## config.mk

```make
export PLATFORM = sky130hd
export DESIGN_NAME = ball_frame_sampler_flat
export DESIGN_NICKNAME = d
export VERILOG_FILES = /design/src/rtl/ball_frame_sampler_if.sv /design/src/rtl/ball_frame_sampler.sv /design/src/flat_wrapper.sv
export SDC_FILE = /design/constraint.sdc
export NUM_CORES = 1
export LEC_CHECK = 0
export BUFFER_PORTS_ARGS = -buffer_cell sky130_fd_sc_hd__clkbuf_2
export CAP_MARGIN = 25
export CORE_ASPECT_RATIO = 2
export CORE_MARGIN = 1.5
export CORE_UTILIZATION = 50
export DETAILED_ROUTE_END_ITERATION = 10
export GPL_TIMING_DRIVEN = 0
export PLACE_DENSITY = 0.74
export SYNTH_ARGS = -nofsm -noshare
export SYNTH_HDL_FRONTEND = slang
export SYNTH_SLANG_ARGS = --single-unit
```

## constraint.sdc

```tcl
create_clock -name clock -period 3.5 [get_ports clock]
set_input_delay 0.7 -clock clock [delete_from_list [all_inputs] [get_ports clock]]
set_output_delay 0.7 -clock clock [all_outputs]
set_load 0.02 [all_outputs]
```

## src/rtl/ball_frame_sampler_if.sv

```systemverilog
// Bus between the ball frame sampler and its surroundings: VGA timing and
// processor position in, committed position and render flag out.
interface ball_frame_sampler_if;
    logic        screen_end;
    logic [31:0] ball_x;
    logic [31:0] ball_y;
    logic [9:0]  pix_x;
    logic [8:0]  pix_y;
    logic [9:0]  disp_x;
    logic [8:0]  disp_y;
    logic        ball_on;
    logic        frame_valid;
    logic        oob;
    logic        overrun;
    logic [15:0] frame_count;

    modport master (
        output screen_end, ball_x, ball_y, pix_x, pix_y,
        input  disp_x, disp_y, ball_on, frame_valid,
        input  oob, overrun, frame_count
    );

    modport slave (
        input  screen_end, ball_x, ball_y, pix_x, pix_y,
        output disp_x, disp_y, ball_on, frame_valid,
        output oob, overrun, frame_count
    );
endinterface

```

## src/rtl/ball_frame_sampler.sv

```systemverilog
// Samples the ball position once per frame, clamps it and drives ball_on.
// Define BALL_TRAIL_EN to also draw the previous position as a trail box.
module ball_frame_sampler #(
    parameter int XLIM      = 640,
    parameter int YLIM      = 480,
    parameter int BALL_SIZE = 8,
    parameter int MAX_RETRY = 3
) (
    input  logic                 clock,
    input  logic                 reset,
    ball_frame_sampler_if.slave  bus
);
    localparam int XMAX = XLIM - BALL_SIZE;
    localparam int YMAX = YLIM - BALL_SIZE;
    localparam logic [9:0] XMAX_V = 10'(XMAX);
    localparam logic [8:0] YMAX_V = 9'(YMAX);
    localparam logic [9:0] X_CTR  = 10'(XMAX / 2);
    localparam logic [8:0] Y_CTR  = 9'(YMAX / 2);
    localparam int RW = (MAX_RETRY < 1) ? 1 : $clog2(MAX_RETRY + 1);
    localparam logic [RW-1:0] RETRY_MAX = RW'(MAX_RETRY);

    typedef enum logic [2:0] {
        IDLE,
        CAP1,
        CAP2,
        COMMIT,
        HOLD
    } state_t;

    state_t        state_q;
    state_t        state_d;
    logic [RW-1:0] retry_q;
    logic [RW-1:0] retry_d;
    logic          capture;
    logic          commit;

    logic          se_q;
    logic          armed;
    logic          se_edge;

    logic [31:0]   a_x;
    logic [31:0]   a_y;
    logic          stable;

    logic [9:0]    clamp_x;
    logic [8:0]    clamp_y;
    logic          clip_x;
    logic          clip_y;

    logic [9:0]    disp_x;
    logic [8:0]    disp_y;
    logic          ball_on;
    logic          frame_valid;
    logic          oob;
    logic          overrun;
    logic [15:0]   frame_count;
    logic          hit;

    // armed blocks an edge from a level already high when reset releases
    assign se_edge = bus.screen_end & ~se_q & armed;
    assign stable  = (bus.ball_x == a_x) && (bus.ball_y == a_y);

    function automatic logic in_box(
        input logic [9:0] bx,
        input logic [8:0] by,
        input logic [9:0] px,
        input logic [8:0] py
    );
        logic [10:0] x0;
        logic [10:0] xp;
        logic [9:0]  y0;
        logic [9:0]  yp;
        x0 = {1'b0, bx};
        xp = {1'b0, px};
        y0 = {1'b0, by};
        yp = {1'b0, py};
        return (xp >= x0) && (xp < x0 + 11'(BALL_SIZE)) &&
               (yp >= y0) && (yp < y0 + 10'(BALL_SIZE));
    endfunction

    always_ff @(posedge clock or negedge reset) begin
        if (!reset) begin
            state_q <= IDLE;
            retry_q <= '0;
        end else begin
            state_q <= state_d;
            retry_q <= retry_d;
        end
    end

    always_comb begin
        state_d = state_q;
        retry_d = retry_q;
        capture = 1'b0;
        commit  = 1'b0;
        unique case (state_q)
            IDLE: begin
                if (se_edge) state_d = CAP1;
            end
            CAP1: begin
                capture = 1'b1;
                state_d = CAP2;
            end
            CAP2: begin
                if (stable) begin
                    state_d = COMMIT;
                end else if (retry_q < RETRY_MAX) begin
                    retry_d = retry_q + RW'(1);
                    state_d = CAP1;
                end else begin
                    state_d = HOLD;
                end
            end
            COMMIT: begin
                commit  = 1'b1;
                retry_d = '0;
                state_d = IDLE;
            end
            HOLD: begin
                retry_d = '0;
                state_d = IDLE;
            end
            default: begin
                retry_d = '0;
                state_d = IDLE;
            end
        endcase
    end

    always_comb begin
        clamp_x = a_x[9:0];
        clamp_y = a_y[8:0];
        clip_x  = 1'b0;
        clip_y  = 1'b0;
        if ($signed(a_x) < 0) begin
            clamp_x = '0;
            clip_x  = 1'b1;
        end else if ($signed(a_x) > XMAX) begin
            clamp_x = XMAX_V;
            clip_x  = 1'b1;
        end
        if ($signed(a_y) < 0) begin
            clamp_y = '0;
            clip_y  = 1'b1;
        end else if ($signed(a_y) > YMAX) begin
            clamp_y = YMAX_V;
            clip_y  = 1'b1;
        end
    end

    always_ff @(posedge clock or negedge reset) begin
        if (!reset) begin
            se_q  <= 1'b0;
            armed <= 1'b0;
            a_x   <= '0;
            a_y   <= '0;
        end else begin
            se_q  <= bus.screen_end;
            armed <= armed | ~bus.screen_end;
            if (capture) begin
                a_x <= bus.ball_x;
                a_y <= bus.ball_y;
            end
        end
    end

`ifdef BALL_TRAIL_EN
    logic [9:0] trail_x;
    logic [8:0] trail_y;

    always_ff @(posedge clock or negedge reset) begin
        if (!reset) begin
            trail_x <= X_CTR;
            trail_y <= Y_CTR;
        end else if (commit) begin
            trail_x <= disp_x;
            trail_y <= disp_y;
        end
    end

    assign hit = in_box(disp_x, disp_y, bus.pix_x, bus.pix_y) |
                 in_box(trail_x, trail_y, bus.pix_x, bus.pix_y);
`else
    assign hit = in_box(disp_x, disp_y, bus.pix_x, bus.pix_y);
`endif

    // ball_on samples the display registers before a same-cycle commit lands
    always_ff @(posedge clock or negedge reset) begin
        if (!reset) begin
            disp_x      <= X_CTR;
            disp_y      <= Y_CTR;
            ball_on     <= 1'b0;
            frame_valid <= 1'b0;
            oob         <= 1'b0;
            overrun     <= 1'b0;
            frame_count <= '0;
        end else begin
            ball_on     <= hit;
            frame_valid <= commit;
            if (commit) begin
                disp_x      <= clamp_x;
                disp_y      <= clamp_y;
                oob         <= clip_x | clip_y;
                frame_count <= frame_count + 16'd1;
            end
            if (se_edge && (state_q != IDLE)) overrun <= 1'b1;
        end
    end

    assign bus.disp_x      = disp_x;
    assign bus.disp_y      = disp_y;
    assign bus.ball_on     = ball_on;
    assign bus.frame_valid = frame_valid;
    assign bus.oob         = oob;
    assign bus.overrun     = overrun;
    assign bus.frame_count = frame_count;

endmodule

```

## src/flat_wrapper.sv

```systemverilog
// flat-port wrapper written by rule: the top's interface ports become plain ports
module ball_frame_sampler_flat 
#(
    parameter int XLIM      = 640,
    parameter int YLIM      = 480,
    parameter int BALL_SIZE = 8,
    parameter int MAX_RETRY = 3
)
  (clock, reset, bus_screen_end, bus_ball_x, bus_ball_y, bus_pix_x, bus_pix_y, bus_disp_x, bus_disp_y, bus_ball_on, bus_frame_valid, bus_oob, bus_overrun, bus_frame_count);
  ball_frame_sampler_if bus_i ();
  input  logic clock;
  input  logic reset;
  input wire logic [$bits(bus_i.screen_end)-1:0] bus_screen_end;
  input wire logic [$bits(bus_i.ball_x)-1:0] bus_ball_x;
  input wire logic [$bits(bus_i.ball_y)-1:0] bus_ball_y;
  input wire logic [$bits(bus_i.pix_x)-1:0] bus_pix_x;
  input wire logic [$bits(bus_i.pix_y)-1:0] bus_pix_y;
  output wire logic [$bits(bus_i.disp_x)-1:0] bus_disp_x;
  output wire logic [$bits(bus_i.disp_y)-1:0] bus_disp_y;
  output wire logic [$bits(bus_i.ball_on)-1:0] bus_ball_on;
  output wire logic [$bits(bus_i.frame_valid)-1:0] bus_frame_valid;
  output wire logic [$bits(bus_i.oob)-1:0] bus_oob;
  output wire logic [$bits(bus_i.overrun)-1:0] bus_overrun;
  output wire logic [$bits(bus_i.frame_count)-1:0] bus_frame_count;
  assign bus_i.screen_end = bus_screen_end;
  assign bus_i.ball_x = bus_ball_x;
  assign bus_i.ball_y = bus_ball_y;
  assign bus_i.pix_x = bus_pix_x;
  assign bus_i.pix_y = bus_pix_y;
  assign bus_disp_x = bus_i.disp_x;
  assign bus_disp_y = bus_i.disp_y;
  assign bus_ball_on = bus_i.ball_on;
  assign bus_frame_valid = bus_i.frame_valid;
  assign bus_oob = bus_i.oob;
  assign bus_overrun = bus_i.overrun;
  assign bus_frame_count = bus_i.frame_count;
  ball_frame_sampler #(.XLIM(XLIM), .YLIM(YLIM), .BALL_SIZE(BALL_SIZE), .MAX_RETRY(MAX_RETRY)) u_core (.clock(clock), .reset(reset), .bus(bus_i));
endmodule
```

==> impl_metrics.tcl <==
set metrics [dict create \
    status "finished clean" \
    p_per_area_nw_per_um2 773 \
    vias 4669 \
    ctsHtreeMaxLevel 3 \
    syn_to_final_growth_pct 18.4 \
    crit_start "u_core.bus.disp_x[3]" \
    drv_slew 0 \
    mostFrequentLayoutCells "clkbuf_2 (123), dfrtp_1 (100), xor2_1 (73), mux2_2 (64), nand2_1 (40)" \
    syn_avg_cell_area_sq_um 11.0 \
    ys_seq_area_share_pct 45.6 \
    cts_hold_buf 0 \
    fin_ws_ns 1.15 \
    r2r_start "u_core.bus.disp_x[3]" \
    start_util_pct 51.6 \
    p_int_w 0.00344 \
    antenna_found_initial 0 \
    dr.pass1.iters 4 \
    placed_cell_area_sq_um 6880 \
    crit_slowest_cell "dfstp_2" \
    drc 0 \
    track_usage_pct 24.6 \
    setup_viol 0 \
    ys_dominant_reg_cell "dfrtp_1" \
    cp-start-kind "flip-flop" \
    dp_hpwl_microns 11800 \
    synthDistinctLibCells 44 \
    period_share_pct 67.3 \
    numCtsBuffers 9 \
    endpoint_kind "flip-flop" \
    final_common_cell "clkbuf_2" \
    layout-drive-gt1-share_pct 33.2 \
    core_sq_um 11800 \
    cts.sinks 110 \
    comb_power_share_pct 39.3 \
    routed_wl_microns 14800 \
    cts_tree "built" \
    p_leak_nw 3.37 \
    critPathBufInv 0 \
    synth_area_sq_um 6070 \
    hold_viol 0 \
    seqPwrFrac_pct 41.7 \
    yosys_warnings 0 \
    dieArea_sq_um 12800 \
    crit_path_max_incr_delay_ns 0.61 \
    grt_pass1_vias 4967 \
    grt_pass1_wl_microns 23700 \
    grt_max_degree 111 \
    ir_drop_v 0.000425 \
    io_pins 125 \
    fin_skew_ns 0.0159 \
    crit_path_cell_trace "ha_1 -> and3_1 -> nand3_1 -> xnor2_1 -> ha_1 -> nand3_1 -> a311oi_1 -> o31ai_1 -> and4_1" \
    hold_path.class "in -> async" \
    synth_cells 550 \
    avgRoutedWirePerCell_microns 17.8 \
    worstMarginPinSlew_ns 0.874 \
    required_ns 3.74 \
    routed_via_density 5.59 \
    ctsResizeCount 0 \
    nets 807 \
    port_buffers 124 \
    clockPowerShare_pct 19.0 \
    synth_nets 672 \
    die_w_microns 80.9 \
    cts.clk_slew.worst_paths_ns 0.07 \
    path_class "reg -> reg" \
    rows 56 \
    n_antenna_cell 0 \
    max-slew-margin-rel_pct 41.7 \
    overflow 0 \
    switching_share_pct 38.0 \
    worstPathArrival_ns 2.59 \
    fin_tns_setup_ns 0 \
    final_cell_area_sq_um 7190 \
    post-cts-setup-buffers 0 \
    clock.fmax_ghz 0.425 \
    drtIter0Drc 203 \
    synth_edf_count 0 \
    crit_family "flip-flops" \
    clockBufferDepth 2 \
    synth-async-reset-ratio_pct 100 \
    detail-route-antenna-nets 0 \
    gp_congestion 0.895 \
    path_max_fanout 7 \
    die_h_microns 159 \
    preCtsSetupSlack_ns 0.828 \
    synth_seq_cells 110 \
    period_minus_slack_ns 2.35 \
    power.switching_w 0.00211 \
    maxCapViolCount 0 \
    rsz0062_at_grt "no" \
    clk_latency_ns 0.36 \
    cts_root_buf "clkbuf_16" \
]
==> final timing paths <==
kind / depth (start not counted) / slack [ns] / to
min in group clock: 1 / 0.47 / u_core.bus.frame_count[15]
max in group asynchronous: 1 / 2.43 / u_core.bus.disp_x[1]
max: 9 / 1.15 / u_core.bus.ball_on
min reg2reg: 1 / 0.47 / u_core.bus.frame_count[15]
max reg2reg: 9 / 1.15 / u_core.bus.ball_on
min: 1 / 0.43 / u_core.armed
==> cell usage after synthesis (2+ instances only) <==
master	number	area [sq um]
nor2_1	25	93.8
nor2b_1	4	25.0
or2_2	3	18.8
nand2b_1	5	31.3
xnor2_1	15	131
a21o_1	4	30.0
nor3_1	9	45.0
nor4_1	26	163
nand2_1	40	150
o21ai_0	14	70.1
a31o_2	2	17.5
inv_1	24	90.1
a21oi_1	11	55.1
clkbuf_1	5	18.8
nand3_1	18	90.1
dfrtp_1	100	2500
o31ai_1	13	97.6
nand4_1	11	68.8
xor2_1	73	639
o22ai_1	6	37.5
and3_1	3	18.8
dfstp_2	10	263
buf_2	7	35.0
and4_1	4	35.0
ha_1	36	450
mux2_2	64	721
==> worst reg2reg max path: stages (launching register included) <==
cell and delay (ns):
dfstp_2 0.61, ha_1 0.20, and3_1 0.20, nand3_1 0.10, xnor2_1 0.14, ha_1 0.29, nand3_1 0.09, a311oi_1 0.26
o31ai_1 0.14, and4_1 0.22
==> flip-flops by register name (all words and copies together), names as in the netlist <==
| register | count |
|---|---|
| u_core.a_x | 32 |
| u_core.a_y | 32 |
| u_core.armed | 1 |
| u_core.bus.ball_on | 1 |
| u_core.bus.disp_x | 10 |
| u_core.bus.disp_y | 9 |
| u_core.bus.frame_count | 16 |
| u_core.bus.frame_valid | 1 |
| u_core.bus.oob | 1 |
| u_core.bus.overrun | 1 |
| u_core.retry_q | 2 |
| u_core.se_q | 1 |
| u_core.state_q | 3 |
==> layout make-up <==
type / count / area (sq um)
fillers: 1004 / 4590
multi-input cells: 403 / 3150
flip-flops and latches: 110 / 2770
repair buffers: 124 / 629
clock buffers: 10 / 239
well taps: 145 / 181
inverters: 24 / 90.1
clock inverters: 6 / 67.6
plain buffers: 13 / 65.1
==> logic make-up (layout without fill, tap and decap cells) <==
group                      count (synthesis)  count (layout)  share of synthesized area, %
AOI/OAI and AO/OA                         59              59                          6.39
buffers and inverters                     37             177                          2.56
muxes                                     65              65                          12.0
xor gates and xnor gates                  88              88                          12.7
DFF                                      110             110                          45.6
adders and majority gates                 36              36                          7.42
and+or+nand+nor                          155             155                          13.3
==> stage by stage <==
stage	util (%)	instances	total power [W]	hold slack, ns
final	61.0	835	0.00555	0.432
after floorplan	-	550	0.00379	0.404
after detailed placement	58.4	819	0.00451	0.454
after CTS	61.0	835	0.00558	0.474
after global placement	58.4	819	0.00439	0.449
after global routing	61.0	835	0.00591	0.486
==> layer usage <==
metal / GRT usage [%] / up-vias / part of all wire (%)
li1: - / 2235 / -
met1: 25.1 / 2233 / 36
met2: 43.8 / 148 / 53
met3: 3.85 / 53 / 3.7
met4: 16.8 / 0 / 6.9
met5: 0 / - / 0
==> power groups by stage <==
stage | clock network, W | registers, W | logic, W
after floorplan | 0 | 0.00231 | 0.00149
after global placement | 0 | 0.00229 | 0.00210
after detailed placement | 0 | 0.00233 | 0.00218
after CTS | 0.00107 | 0.00231 | 0.00220
after global routing | 0.00113 | 0.00239 | 0.00239
final | 0.00106 | 0.00231 | 0.00218
Note: power is estimated with default switching activity, not from simulation.
